## config.mk

```make
export PLATFORM = sky130hd
export DESIGN_NAME = vexriscv_mem_arbiter_flat
export DESIGN_NICKNAME = d
export VERILOG_FILES = /design/src/rtl/vexriscv_mem_arbiter_if.sv /design/src/rtl/vexriscv_mem_arbiter.sv /design/src/flat_wrapper.sv
export SDC_FILE = /design/constraint.sdc
export NUM_CORES = 1
export LEC_CHECK = 0
export BUFFER_PORTS_ARGS = -buffer_cell sky130_fd_sc_hd__buf_2
export CAP_MARGIN = 20
export CORE_AREA = 5 5 196 198
export DETAILED_ROUTE_END_ITERATION = 12
export DIE_AREA = 0 0 201 203
export PLACE_DENSITY_LB_ADDON = 0.08
export SETUP_SLACK_MARGIN = 0.2
export SLEW_MARGIN = 30
export SYNTH_ARGS = -nofsm -noshare
export SYNTH_HDL_FRONTEND = slang
export SYNTH_SLANG_ARGS = --single-unit
```

## constraint.sdc

```tcl
create_clock -name clk_i -period 2.5 [get_ports clk_i]
set_input_delay 0.5 -clock clk_i [delete_from_list [all_inputs] [get_ports clk_i]]
set_output_delay 0.5 -clock clk_i [all_outputs]
set_load 0.01 [all_outputs]
```

## src/rtl/vexriscv_mem_arbiter_if.sv

```systemverilog
// Purpose: one req/gnt/rvalid memory channel (request fields + response).
// Latency: none, wires only.
// Backpressure: requester holds req and fields until gnt; responses are not backpressured.
interface vexriscv_mem_arbiter_if #(
  parameter int ADDR_WIDTH = 32,
  parameter int DATA_WIDTH = 64
);
  localparam int STRB_WIDTH = DATA_WIDTH / 8;

  logic                  req;
  logic                  gnt;
  logic [ADDR_WIDTH-1:0] addr;
  logic [DATA_WIDTH-1:0] wdata;
  logic [STRB_WIDTH-1:0] strb;
  logic                  we;
  logic                  rvalid;
  logic [DATA_WIDTH-1:0] rdata;

  // Issues requests, consumes grants and responses.
  modport master (
    output req, addr, wdata, strb, we,
    input  gnt, rvalid, rdata
  );

  // Accepts requests, produces grants and responses.
  modport slave (
    input  req, addr, wdata, strb, we,
    output gnt, rvalid, rdata
  );
endinterface

```

## src/rtl/vexriscv_mem_arbiter.sv

```systemverilog
// Purpose: round-robin share of one memory port between instr and data channels, in-order response routing.
// Latency: 0 cycles request->memory and response->requester (combinational in both directions).
// Backpressure: grants follow mem gnt; no request is issued while the routing ID FIFO is full.
module vexriscv_mem_arbiter #(
  parameter int ADDR_WIDTH      = 32,
  parameter int DATA_WIDTH      = 64,
  parameter int MAX_OUTSTANDING = 4
) (
  input  logic                     clk_i,
  input  logic                     rst_ni,
  vexriscv_mem_arbiter_if.slave    instr,
  vexriscv_mem_arbiter_if.slave    data,
  vexriscv_mem_arbiter_if.master   mem,
  output logic                     err_o
);
  localparam int PTR_W = $clog2(MAX_OUTSTANDING);
  localparam logic ID_INSTR = 1'b0;
  localparam logic ID_DATA  = 1'b1;

  // Routing FIFO: one bit per accepted request naming the channel that owns the response.
  logic             id_mem [MAX_OUTSTANDING];
  logic [PTR_W-1:0] wr_ptr;
  logic [PTR_W-1:0] rd_ptr;
  logic [PTR_W:0]   count;
  logic             fifo_full;
  logic             fifo_empty;

  logic last_grant;
  logic sel;
  logic handshake;
  logic push;
  logic pop;
  logic stray;

  assign fifo_full  = (count == (PTR_W+1)'(MAX_OUTSTANDING));
  assign fifo_empty = (count == '0);

  // Pick the requester: sole requester wins, a tie goes to whoever did not win last.
  always_comb begin
    sel = ID_INSTR;
    if (instr.req && data.req) begin
      sel = (last_grant == ID_DATA) ? ID_INSTR : ID_DATA;
    end else if (data.req) begin
      sel = ID_DATA;
    end
  end

  // Request mux. Fullness only looks at the registered count so a same-cycle
  // pop never feeds back into req. Requests are held off during reset because
  // a handshake there could not be recorded.
  always_comb begin
    mem.req   = (instr.req | data.req) & ~fifo_full & rst_ni;
    mem.addr  = instr.addr;
    mem.wdata = instr.wdata;
    mem.strb  = instr.strb;
    mem.we    = instr.we;
    if (sel == ID_DATA) begin
      mem.addr  = data.addr;
      mem.wdata = data.wdata;
      mem.strb  = data.strb;
      mem.we    = data.we;
    end
  end

  assign handshake = mem.req & mem.gnt;
  assign push      = handshake;
  assign pop       = mem.rvalid & ~fifo_empty;
  assign stray     = mem.rvalid & fifo_empty;

  // Grant and response steering; rdata is broadcast, only rvalid is routed.
  always_comb begin
    instr.gnt    = handshake & (sel == ID_INSTR);
    data.gnt     = handshake & (sel == ID_DATA);
    instr.rvalid = pop & (id_mem[rd_ptr] == ID_INSTR);
    data.rvalid  = pop & (id_mem[rd_ptr] == ID_DATA);
  end

  assign instr.rdata = mem.rdata;
  assign data.rdata  = mem.rdata;

  // FIFO pointers, occupancy and round-robin history.
  always_ff @(posedge clk_i or negedge rst_ni) begin
    if (!rst_ni) begin
      wr_ptr     <= '0;
      rd_ptr     <= '0;
      count      <= '0;
      last_grant <= ID_DATA;
    end else begin
      if (push) begin
        wr_ptr     <= wr_ptr + PTR_W'(1);
        last_grant <= sel;
      end
      if (pop) begin
        rd_ptr <= rd_ptr + PTR_W'(1);
      end
      count <= count + (PTR_W+1)'(push) - (PTR_W+1)'(pop);
    end
  end

  // ID storage needs no reset: entries are only read behind a non-zero count.
  always_ff @(posedge clk_i) begin
    if (push) begin
      id_mem[wr_ptr] <= sel;
    end
  end

  // Sticky flag for a response arriving with nothing outstanding.
  always_ff @(posedge clk_i or negedge rst_ni) begin
    if (!rst_ni) begin
      err_o <= 1'b0;
    end else if (stray) begin
      err_o <= 1'b1;
    end
  end
endmodule

```

## src/flat_wrapper.sv

```systemverilog
// flat-port wrapper written by rule: the top's interface ports become plain ports
module vexriscv_mem_arbiter_flat 
#(
  parameter int ADDR_WIDTH      = 32,
  parameter int DATA_WIDTH      = 64,
  parameter int MAX_OUTSTANDING = 4
)
  (clk_i, rst_ni, err_o, instr_req, instr_addr, instr_wdata, instr_strb, instr_we, instr_gnt, instr_rvalid, instr_rdata, data_req, data_addr, data_wdata, data_strb, data_we, data_gnt, data_rvalid, data_rdata, mem_req, mem_addr, mem_wdata, mem_strb, mem_we, mem_gnt, mem_rvalid, mem_rdata);
  vexriscv_mem_arbiter_if #(.ADDR_WIDTH(ADDR_WIDTH), .DATA_WIDTH(DATA_WIDTH)) instr_i ();
  vexriscv_mem_arbiter_if #(.ADDR_WIDTH(ADDR_WIDTH), .DATA_WIDTH(DATA_WIDTH)) data_i ();
  vexriscv_mem_arbiter_if #(.ADDR_WIDTH(ADDR_WIDTH), .DATA_WIDTH(DATA_WIDTH)) mem_i ();
  input  logic clk_i;
  input  logic rst_ni;
  output logic err_o;
  input wire logic [$bits(instr_i.req)-1:0] instr_req;
  input wire logic [$bits(instr_i.addr)-1:0] instr_addr;
  input wire logic [$bits(instr_i.wdata)-1:0] instr_wdata;
  input wire logic [$bits(instr_i.strb)-1:0] instr_strb;
  input wire logic [$bits(instr_i.we)-1:0] instr_we;
  output wire logic [$bits(instr_i.gnt)-1:0] instr_gnt;
  output wire logic [$bits(instr_i.rvalid)-1:0] instr_rvalid;
  output wire logic [$bits(instr_i.rdata)-1:0] instr_rdata;
  input wire logic [$bits(data_i.req)-1:0] data_req;
  input wire logic [$bits(data_i.addr)-1:0] data_addr;
  input wire logic [$bits(data_i.wdata)-1:0] data_wdata;
  input wire logic [$bits(data_i.strb)-1:0] data_strb;
  input wire logic [$bits(data_i.we)-1:0] data_we;
  output wire logic [$bits(data_i.gnt)-1:0] data_gnt;
  output wire logic [$bits(data_i.rvalid)-1:0] data_rvalid;
  output wire logic [$bits(data_i.rdata)-1:0] data_rdata;
  output wire logic [$bits(mem_i.req)-1:0] mem_req;
  output wire logic [$bits(mem_i.addr)-1:0] mem_addr;
  output wire logic [$bits(mem_i.wdata)-1:0] mem_wdata;
  output wire logic [$bits(mem_i.strb)-1:0] mem_strb;
  output wire logic [$bits(mem_i.we)-1:0] mem_we;
  input wire logic [$bits(mem_i.gnt)-1:0] mem_gnt;
  input wire logic [$bits(mem_i.rvalid)-1:0] mem_rvalid;
  input wire logic [$bits(mem_i.rdata)-1:0] mem_rdata;
  assign instr_i.req = instr_req;
  assign instr_i.addr = instr_addr;
  assign instr_i.wdata = instr_wdata;
  assign instr_i.strb = instr_strb;
  assign instr_i.we = instr_we;
  assign instr_gnt = instr_i.gnt;
  assign instr_rvalid = instr_i.rvalid;
  assign instr_rdata = instr_i.rdata;
  assign data_i.req = data_req;
  assign data_i.addr = data_addr;
  assign data_i.wdata = data_wdata;
  assign data_i.strb = data_strb;
  assign data_i.we = data_we;
  assign data_gnt = data_i.gnt;
  assign data_rvalid = data_i.rvalid;
  assign data_rdata = data_i.rdata;
  assign mem_req = mem_i.req;
  assign mem_addr = mem_i.addr;
  assign mem_wdata = mem_i.wdata;
  assign mem_strb = mem_i.strb;
  assign mem_we = mem_i.we;
  assign mem_i.gnt = mem_gnt;
  assign mem_i.rvalid = mem_rvalid;
  assign mem_i.rdata = mem_rdata;
  vexriscv_mem_arbiter #(.ADDR_WIDTH(ADDR_WIDTH), .DATA_WIDTH(DATA_WIDTH), .MAX_OUTSTANDING(MAX_OUTSTANDING)) u_core (.clk_i(clk_i), .rst_ni(rst_ni), .instr(instr_i), .data(data_i), .mem(mem_i), .err_o(err_o));
endmodule
```

; ---- Yosys cells after proc, flatten, opt, wreduce, memory -nomap -nowiden
; Memories as Yosys holds them, arrays and structs flattened.
; Index checks and enable logic that the tools add are counted.
[word_totals]
ramBits = 4
memories = 1
wordCells = 36
output_inout_bits = 239
register_bits = 9
inputBits = 280
[memory_table]
columns = memory, words, word_bits, rd, rd_ports_with_merged_regs, write_ports, line_no
row1 = u_core.id_mem, 4, 1, 1, 0, 1, vexriscv_mem_arbiter.sv:21  ; logic id_mem [MAX_OUTSTANDING];
[op_classes]
addsub = 4
mux = 9
eq_ne = 1
n_bitwise = 14
reduce_logical = 2
[op_table]
columns = cell, count
row1 = 64-bit two-way mux, 1
row2 = 32-bit two-way mux, 1
row3 = 1-bit bitwise AND, 9
row4 = 8-bit two-way mux, 1
row5 = 1-bit two-way mux, 6
row6 = "2-bit by 1-bit adder with 2-bit output, second input constant", 2
row7 = 1-bit inverter, 4
row8 = 3-bit by 1-bit adder with 3-bit output, 1
row9 = "3-bit equality test, second input constant", 1
row10 = 3-bit zero test, 1
row11 = 3-bit by 1-bit subtractor with 3-bit output, 1
row12 = 1-bit logical AND, 1
row13 = 1-bit bitwise OR, 1

; ---- Depth between registers and ports, before layout
; Gate-level depths: netlist of the first run.
[depth]
ltp_word = 7
ltp_mapped = 6
mapped_depth_nobuf = 6

; ---- Least setup slack after synthesis of the first run
; OpenSTA, ideal clock, no wires.
[synth_timing]
kind = input to output
start = input port data_req
end = output port mem_addr[25]
arrival_ps = 1469
path_stages = 5
path_slack_ps = 531
path_buffers = 3
t_required_ps = 2000
cell_sequence = a21boi_1 buf_2 buf_4 buf_6 mux2_1
[synth_between]
elab_chain_cells = 3
[synth_rtl]
columns = item, line_no
row1 = from (decl), flat_wrapper.sv:23  ; input wire logic [$bits(data_i.req)-1:0] data_req;
row2 = 1-bit two-way mux / 1-bit logical AND (equally long branches), "vexriscv_mem_arbiter.sv:43, vexriscv_mem_arbiter.sv:41"
row3 = 1-bit two-way mux (*), vexriscv_mem_arbiter.sv:41  ; if (instr.req && data.req) begin
row4 = named net u_core.sel, vexriscv_mem_arbiter.sv:29  ; logic sel;
row5 = 32-bit two-way mux (*), vexriscv_mem_arbiter.sv:57  ; if (sel == ID_DATA) begin
row6 = to (decl), flat_wrapper.sv:32  ; output wire logic [$bits(mem_i.addr)-1:0] mem_addr;
; Mark *: on every way through the listed nets, which the timed path passes. The rest lies on a longest branch.

; ---- Worst setup path after layout of the first run
[layout_timing]
start = input port instr_req
end = output port mem_addr[11]
[layout_between]
elab_chain_cells = 3
[layout_rtl]
columns = item, line_no
row1 = from (decl), flat_wrapper.sv:15  ; input wire logic [$bits(instr_i.req)-1:0] instr_req;
row2 = 1-bit logical AND, vexriscv_mem_arbiter.sv:41
row3 = 1-bit two-way mux, vexriscv_mem_arbiter.sv:41
row4 = 32-bit two-way mux, vexriscv_mem_arbiter.sv:57
; Every way passes these cells.

==> run_results.csv, run 1 <==
group,metric,value,unit
global_route,grt_pass1_vias,3171,
die,die_x,201,um
worst_setup_path,critPathMostFrequentCell,"buf_2",
die,initial_utilization,0.0799,
worst_setup_path,endpoint_kind,"output pin",
worst_setup_path,worstReg2RegStart,"u_core.count[2]",
die,die_y,203,um
cells_and_area,layout-drive-gt1-share,0.910,
cells_and_area,num-nets-final,788,
yosys,yosysMostFrequentCell,"buf_4",
timing,setup_viol,0,
clock_network,clockBufferDepth,2,
global_route,grt_max_degree,47,
timing,fin_tns_setup,0,ns
global_route,grt_first_pass_wirelength,20400,um
timing,report.final.slew_viol_count,0,
placement,port_buffers,326,
timing,slew-limit-headroom,0.780,
timing,fin_worst_skew,0.00260,ns
yosys,yosysTopAreaCell,"mux2_2",
yosys,avgSynthCellArea,9.77,um2
cells_and_area,layout-area-overhead-vs-synth,50.1,%
clock_network,postCtsHoldBufs,0,
cells_and_area,register_area,347,um2
clock_network,clkLatencyLatePin,0.24,ns
timing,finalHoldViolCount,0,
worst_setup_path,cp.arrival,1.73,ns
yosys,synth-async-reset-ratio,0.692,
die,fp.dieArea,40800,um2
yosys,synth_cell_types,27,
yosys,synth_fp_nets,584,
detailed_routing,drc,0,
yosys,syn_area,2900,um2
clock_network,cts-root-buf,"clkbuf_16",
cells_and_area,n_fill_cell,4212,
run_status,outcome,"finished clean",
worst_setup_path,rrSetupSlack,0.49,ns
worst_setup_path,cp_num_buf_inv,4,
global_route,grt_overflow_total,0,
yosys,synth_common_cells,"129 x buf_4, 99 x mux2_2, 10 x buf_2",
timing,rsz0062_at_grt,"no",
yosys,yosys-top-cells-area,"mux2_2 38%, buf_4 33%, dfrtp_1 6.9%, edfxtp_1 4.1%, ha_1 2.6%",
clock_network,htreeDepth,1,
clock_network,cts.clk_slew.worst_paths,0.05,ns
yosys,synth-main-ff-cell,"dfrtp_1",
worst_setup_path,critical-path-max-stage-delay,0.36,ns
clock_network,numCtsBuffers,3,
cells_and_area,final_area,4360,um2
detailed_routing,vias,2739,
yosys,yosysSeqAreaShare,0.119,
global_route,grt_usage,0.0640,
placement,place_area,4220,um2
pwr,irDropWorstVdd,0.150,mV
worst_setup_path,worstPathRequired,2.00,ns
job,cap_violations,0,
worst_setup_path,ff2ff_path_depth,6,
detailed_routing,wirelength,14600,um
pwr,powerDensity,479,nW/um2
timing,fin_crit_sh,0.890,
detailed_routing,wl_per_cell,15.0,um
yosys,synth_edf_count,4,
clock_network,clkSinkCount,13,
clock_network,cts_tree,"built",
placement,hpwl,13100,um
timing,max_freq,449,MHz
worst_hold_path,hp-class,"in -> async",
worst_setup_path,path_cells,"buf_2, a21boi_4, buf_12, buf_4, mux2_2, buf_2",
placement,place.gp.congestion,0.710,
die,rows,70,
yosys,yosys_warnings,0,
worst_setup_path,path_delay_family,"buffers and inverters",
worst_setup_path,slowest_stage,"mux2_2",
timing,whs,0.194,ns
detailed_routing,avgViaCountPerCell,2.83,
yosys,ys_seq_elements,13,
die,ios,519,
worst_setup_path,startpoint_type,"input port",
yosys,yosys.area.top_type_share,0.384,
pwr,leakage,2.14,nW
worst_setup_path,cp_max_fo,10,
cells_and_area,multi_input_area,1510,um2
timing,min_period,2.23,ns
worst_setup_path,crit_type,"in -> out",
detailed_routing,drt_iter0_drc,79,
detailed_routing,ant_nets,0,
detailed_routing,drtPass1Iterations,4,
global_route,antenna_found_initial,3,
yosys,postSynthCellCount,297,
worst_setup_path,r2r_end,"u_core.count[2]",
timing,worst_pin_slew,0.329,ns
die,core_area,36300,um2
-- flip-flops by register name (all words and copies together), names as in the netlist --
signal,flops
u_core.rd_ptr,2
u_core.id_mem,4
u_core.count,3
u_core.last_grant,1
u_core.err_o,1
u_core.wr_ptr,2
-- worst max path at each step --
stage,cells past startpoint,to,slack [ns],startpoint
after floorplan,5,mem_addr[25],0.53,data_req
after global routing,5,mem_addr[11],0.20,u_core.last_grant
after global placement,6,mem_wdata[36],0.22,data_req
after CTS,5,mem_wdata[12],0.21,u_core.last_grant
after detailed placement,6,mem_wdata[12],0.20,data_req
final,6,mem_addr[11],0.27,instr_req
-- per-layer routing --
layer | vias up | wire length [um] | track usage
met3 | 37 | 1550 | 0.0270
met4 | 4 | 328 | 0.0143
met2 | 219 | 7650 | 0.120
met1 | 1198 | 5020 | 0.0665
met5 | - | 34 | 0
li1 | 1281 | - | -
-- worst register-to-register path: cells and delay by family, from the launching register on --
family	cells	cell delay, ns
adders and majority gates	3	0.85
DFF	1	0.45
AOI/OAI and AO/OA	1	0.42
xor gates and xnor gates	1	0.13
buffers and inverters	1	0.04
-- area by class of cell --
type                            instances  area share
Clock buffer                            3      0.0172
Clock inverter                          1     0.00115
Multi-Input combinational cell        137       0.347
Tap cell                              468       0.134
Inverter                                7     0.00603
Sequential cell                        13      0.0796
Antenna cell                            1    0.000574
Timing Repair Buffer                  339       0.414
-- power by group --
part	switching, W	total [W]	leakage, nW	internal [W]
Sequential	0.0000916	0.000405	0.138	0.000313
Clock	0.0000910	0.000304	0.0409	0.000213
Combinational	0.000618	0.00138	1.96	0.000759
-- kinds of logic (layout without fill, tap and decap cells) --
| group | after synthesis | in the layout | share of synthesized area |
|---|---|---|---|
| mux | 108 | 108 | 0.425 |
| flops | 13 | 13 | 0.119 |
| buf+inv | 147 | 350 | 0.364 |
| compound gates | 6 | 6 | 0.0190 |
| fa+ha+maj | 7 | 7 | 0.0328 |
| other cells | 0 | 1 | 0 |
| simple gates | 11 | 11 | 0.0246 |
| xor+xnor | 5 | 5 | 0.0151 |
-- placed cells by master, fill, tap and decap left out, types with 4 or more instances in the layout --
master     count
buf_2        326
mux2_2        99
buf_4          8
dfrtp_1        8
inv_1          7
mux2_1         6
ha_1           6
and2_2         5
clkbuf_16      4
edfxtp_1       4
-- through the flow --
step | utilization | power (W) | instances | setup WS (ns)
after floorplan | - | 0.00139 | 297 | 0.531
after global placement | 0.116 | 0.00179 | 960 | 0.219
after detailed placement | 0.116 | 0.00179 | 960 | 0.200
after CTS | 0.119 | 0.00213 | 967 | 0.207
after global routing | 0.120 | 0.00227 | 968 | 0.204
final | 0.120 | 0.00209 | 969 | 0.274
-- timing repair --
item,4_1_cts,5_1_grt
buffers inserted,3,0
pin swaps,0,1
cloned,0,1
gates resized for setup,0,1
endpoints found under the hold margin,0,0
setup endpoints to repair,27,27
No activity file was read; power rests on OpenSTA's default activity.
==> inputs of run 2 (changes only) <==
ABC_AREA = 1   (was not set)
CORE_AREA = 5 5 197 199   (was 5 5 196 198)
DIE_AREA = 0 0 202 204   (was 0 0 201 203)
==> run_results.csv, run 2 <==
group,metric,value,unit
worst_hold_path,hp-class,"in -> async",
yosys,ys_seq_elements,13,
yosys,syn_area,2950,um2
detailed_routing,wirelength,19000,um
cells_and_area,final_common_cell,"nand2_1",
worst_setup_path,worstPathRequired,2.00,ns
clock_network,clockBufferDepth,2,
die,initial_utilization,0.0796,
cells_and_area,final_cell_mix,"331 x nand2_1, 326 x buf_2, 17 x inv_1, 9 x nor2_1, 8 x dfrtp_1",
clock_network,cts.clk_slew.worst_paths,0.05,ns
cells_and_area,largest_register_ffs,4,
worst_setup_path,startpoint_type,"input port",
pwr,finalPower,0.00212,W
worst_setup_path,cp_max_fo,37,
detailed_routing,avgViaCountPerCell,3.06,
yosys,synth-async-reset-ratio,0.692,
detailed_routing,drc,0,
yosys,postSynthCellCount,543,
timing,setup_viol,0,
yosys,synth_fp_nets,830,
clock_network,cts_tree,"built",
yosys,avgSynthCellArea,5.43,um2
timing,worst_pin_slew,0.337,ns
die,rows,71,
worst_setup_path,endpoint_kind,"output pin",
cells_and_area,layout_top_registers,"u_core.id_mem: 4 flops, u_core.count: 3 flops",
global_route,grt_usage,0.0812,
global_route,grt_overflow_total,0,
placement,place_area,4240,um2
timing,min_period,2.17,ns
die,die_y,204,um
global_route,grt_pass1_vias,3867,
yosys,yosysTopAreaCell,"nand2_1",
placement,hpwl,16100,um
clock_network,numCtsBuffers,3,
timing,max_freq,461,MHz
cells_and_area,num-nets-final,1022,
global_route,antenna_found_initial,6,
die,ios,519,
cells_and_area,layout-area-overhead-vs-synth,48.0,%
pwr,leakage,2.73,nW
worst_setup_path,crit_type,"in -> out",
yosys,synth-main-ff-cell,"dfrtp_1",
detailed_routing,drt_iter0_drc,156,
worst_setup_path,cp.arrival,1.67,ns
clock_network,clkSinkCount,13,
pwr,irDropWorstVdd,0.175,mV
yosys,yosys.area.top_type_share,0.421,
cells_and_area,layout-drive-gt1-share,0.471,
timing,rsz0062_at_grt,"no",
clock_network,post_cts_buffers,0,
timing,slew-limit-headroom,0.775,
die,fp.dieArea,41200,um2
timing,fin_worst_skew,0.00637,ns
detailed_routing,drtPass1Iterations,4,
pwr,powerDensity,486,nW/um2
die,die_x,202,um
timing,report.final.slew_viol_count,0,
die,core_area,37000,um2
yosys,synth_common_cells,"331 x nand2_1, 128 x buf_4, 17 x inv_1",
detailed_routing,vias,3706,
yosys,yosys_warnings,0,
cells_and_area,finish.utilization,0.118,
global_route,grt_first_pass_wirelength,25800,um
clock_network,cts-root-buf,"clkbuf_16",
job,cap_violations,0,
detailed_routing,ant_nets,0,
clock_network,clkLatencyLatePin,0.25,ns
yosys,yosysMostFrequentCell,"nand2_1",
yosys,synth_cell_types,20,
global_route,grt_max_degree,75,
cells_and_area,final_area,4360,um2
run_status,outcome,"finished clean",
clock_network,htreeDepth,1,
yosys,yosysSeqAreaShare,0.118,
placement,place.gp.congestion,0.745,
timing,fin_tns_setup,0,ns
cells_and_area,n_fill_cell,4447,
cells_and_area,largest_register,"u_core.id_mem",
timing,finalHoldViolCount,0,
detailed_routing,wl_per_cell,15.7,um
placement,port_buffers,326,
yosys,synth_edf_count,4,
timing,fin_crit_sh,0.867,
yosys,yosys-top-cells-area,"nand2_1 42%, buf_4 33%, dfrtp_1 6.8%, edfxtp_1 4.1%, ha_1 2.5%",
-- run 2: cell types whose count changed after synthesis, sizes merged, moves of 2 or more --
| cell | delta |
|---|---|
| a21oi | +2 |
| and2 | -6 |
| buf | -3 |
| clkbuf | +13 |
| inv | +12 |
| mux2 | -107 |
| nand2 | +330 |
| nand3 | +2 |
| nand4 | +3 |
| nor2 | +8 |
| nor2b | -2 |
-- run 2: cells by family after synthesis --
group / after synthesis / share of synthesized area
XOR/XNOR: 4 / 0.0119
buffers and inverters: 169 / 0.382
AND/OR/NAND/NOR: 345 / 0.443
adder cells (fa/ha/maj): 7 / 0.0323
AO/OA/AOI/OAI: 5 / 0.0136
flip-flops: 13 / 0.118
-- run 2: worst max-delay path: stages --
cell	delay, ns
buf_2	0.12
a21oi_4	0.25
clkinv_2	0.21
clkbuf_16	0.27
nand2_1	0.09
nand2_1	0.06
buf_2	0.14
-- run 2: path summary, 6_finish.rpt --
path                                 start           endpoint  slack [ns]  cells past startpoint
setup / recovery                 instr_req       mem_addr[23]        0.33                      7
min in group clk_i            u_core.err_o       u_core.err_o        0.47                      1
setup reg to reg           u_core.count[1]    u_core.count[2]        0.53                      7
max in group asynchronous           rst_ni  u_core.last_grant        2.10                      2
hold reg to reg               u_core.err_o       u_core.err_o        0.47                      1
hold / removal                      rst_ni   u_core.wr_ptr[0]        0.18                      2
-- run 2: routing by layer --
layer | track usage | vias to the layer above | wire (um)
li1 | - | 1866 | -
met1 | 0.0840 | 1514 | 6620
met2 | 0.153 | 264 | 9810
met3 | 0.0322 | 58 | 1960
met4 | 0.0215 | 4 | 541
met5 | 0 | - | 27
-- run 2: final cells by class --
cell class / instances / area, um2 / area share
clock inverters: 1 / 5.00 / 0.00115
well taps: 474 / 593 / 0.136
inverters: 19 / 72.6 / 0.0166
flip-flops and latches: 13 / 347 / 0.0795
clock buffers: 3 / 75.1 / 0.0172
repair buffers: 337 / 1790 / 0.410
multi-input cells: 361 / 1480 / 0.338
diodes: 2 / 5.00 / 0.00115
-- run 2: power breakdown --
group / internal, W / total (W) / switching [W] / leakage, nW
registers: 0.000307 / 0.000375 / 0.0000675 / 0.140
clock network: 0.000213 / 0.000311 / 0.0000980 / 0.0409
logic: 0.000589 / 0.00143 / 0.000843 / 2.55
-- run 2: what timing repair did --
action                     in CTS  in global routing
hold buffers                    0                  0
setup endpoints to repair       0                  6
gates resized for setup         0                  1
-- run 2: metrics by stage --
step / setup WS, ns / instances / hold WS, ns
3_3_place_gp: 0.355 / 1203 / 0.454
5_1_grt: 0.215 / 1210 / 0.205
2_1_floorplan: 0.582 / 543 / 0.204
4_1_cts: 0.272 / 1207 / 0.183
6_report: 0.333 / 1210 / 0.179
3_5_place_dp: 0.349 / 1203 / 0.447
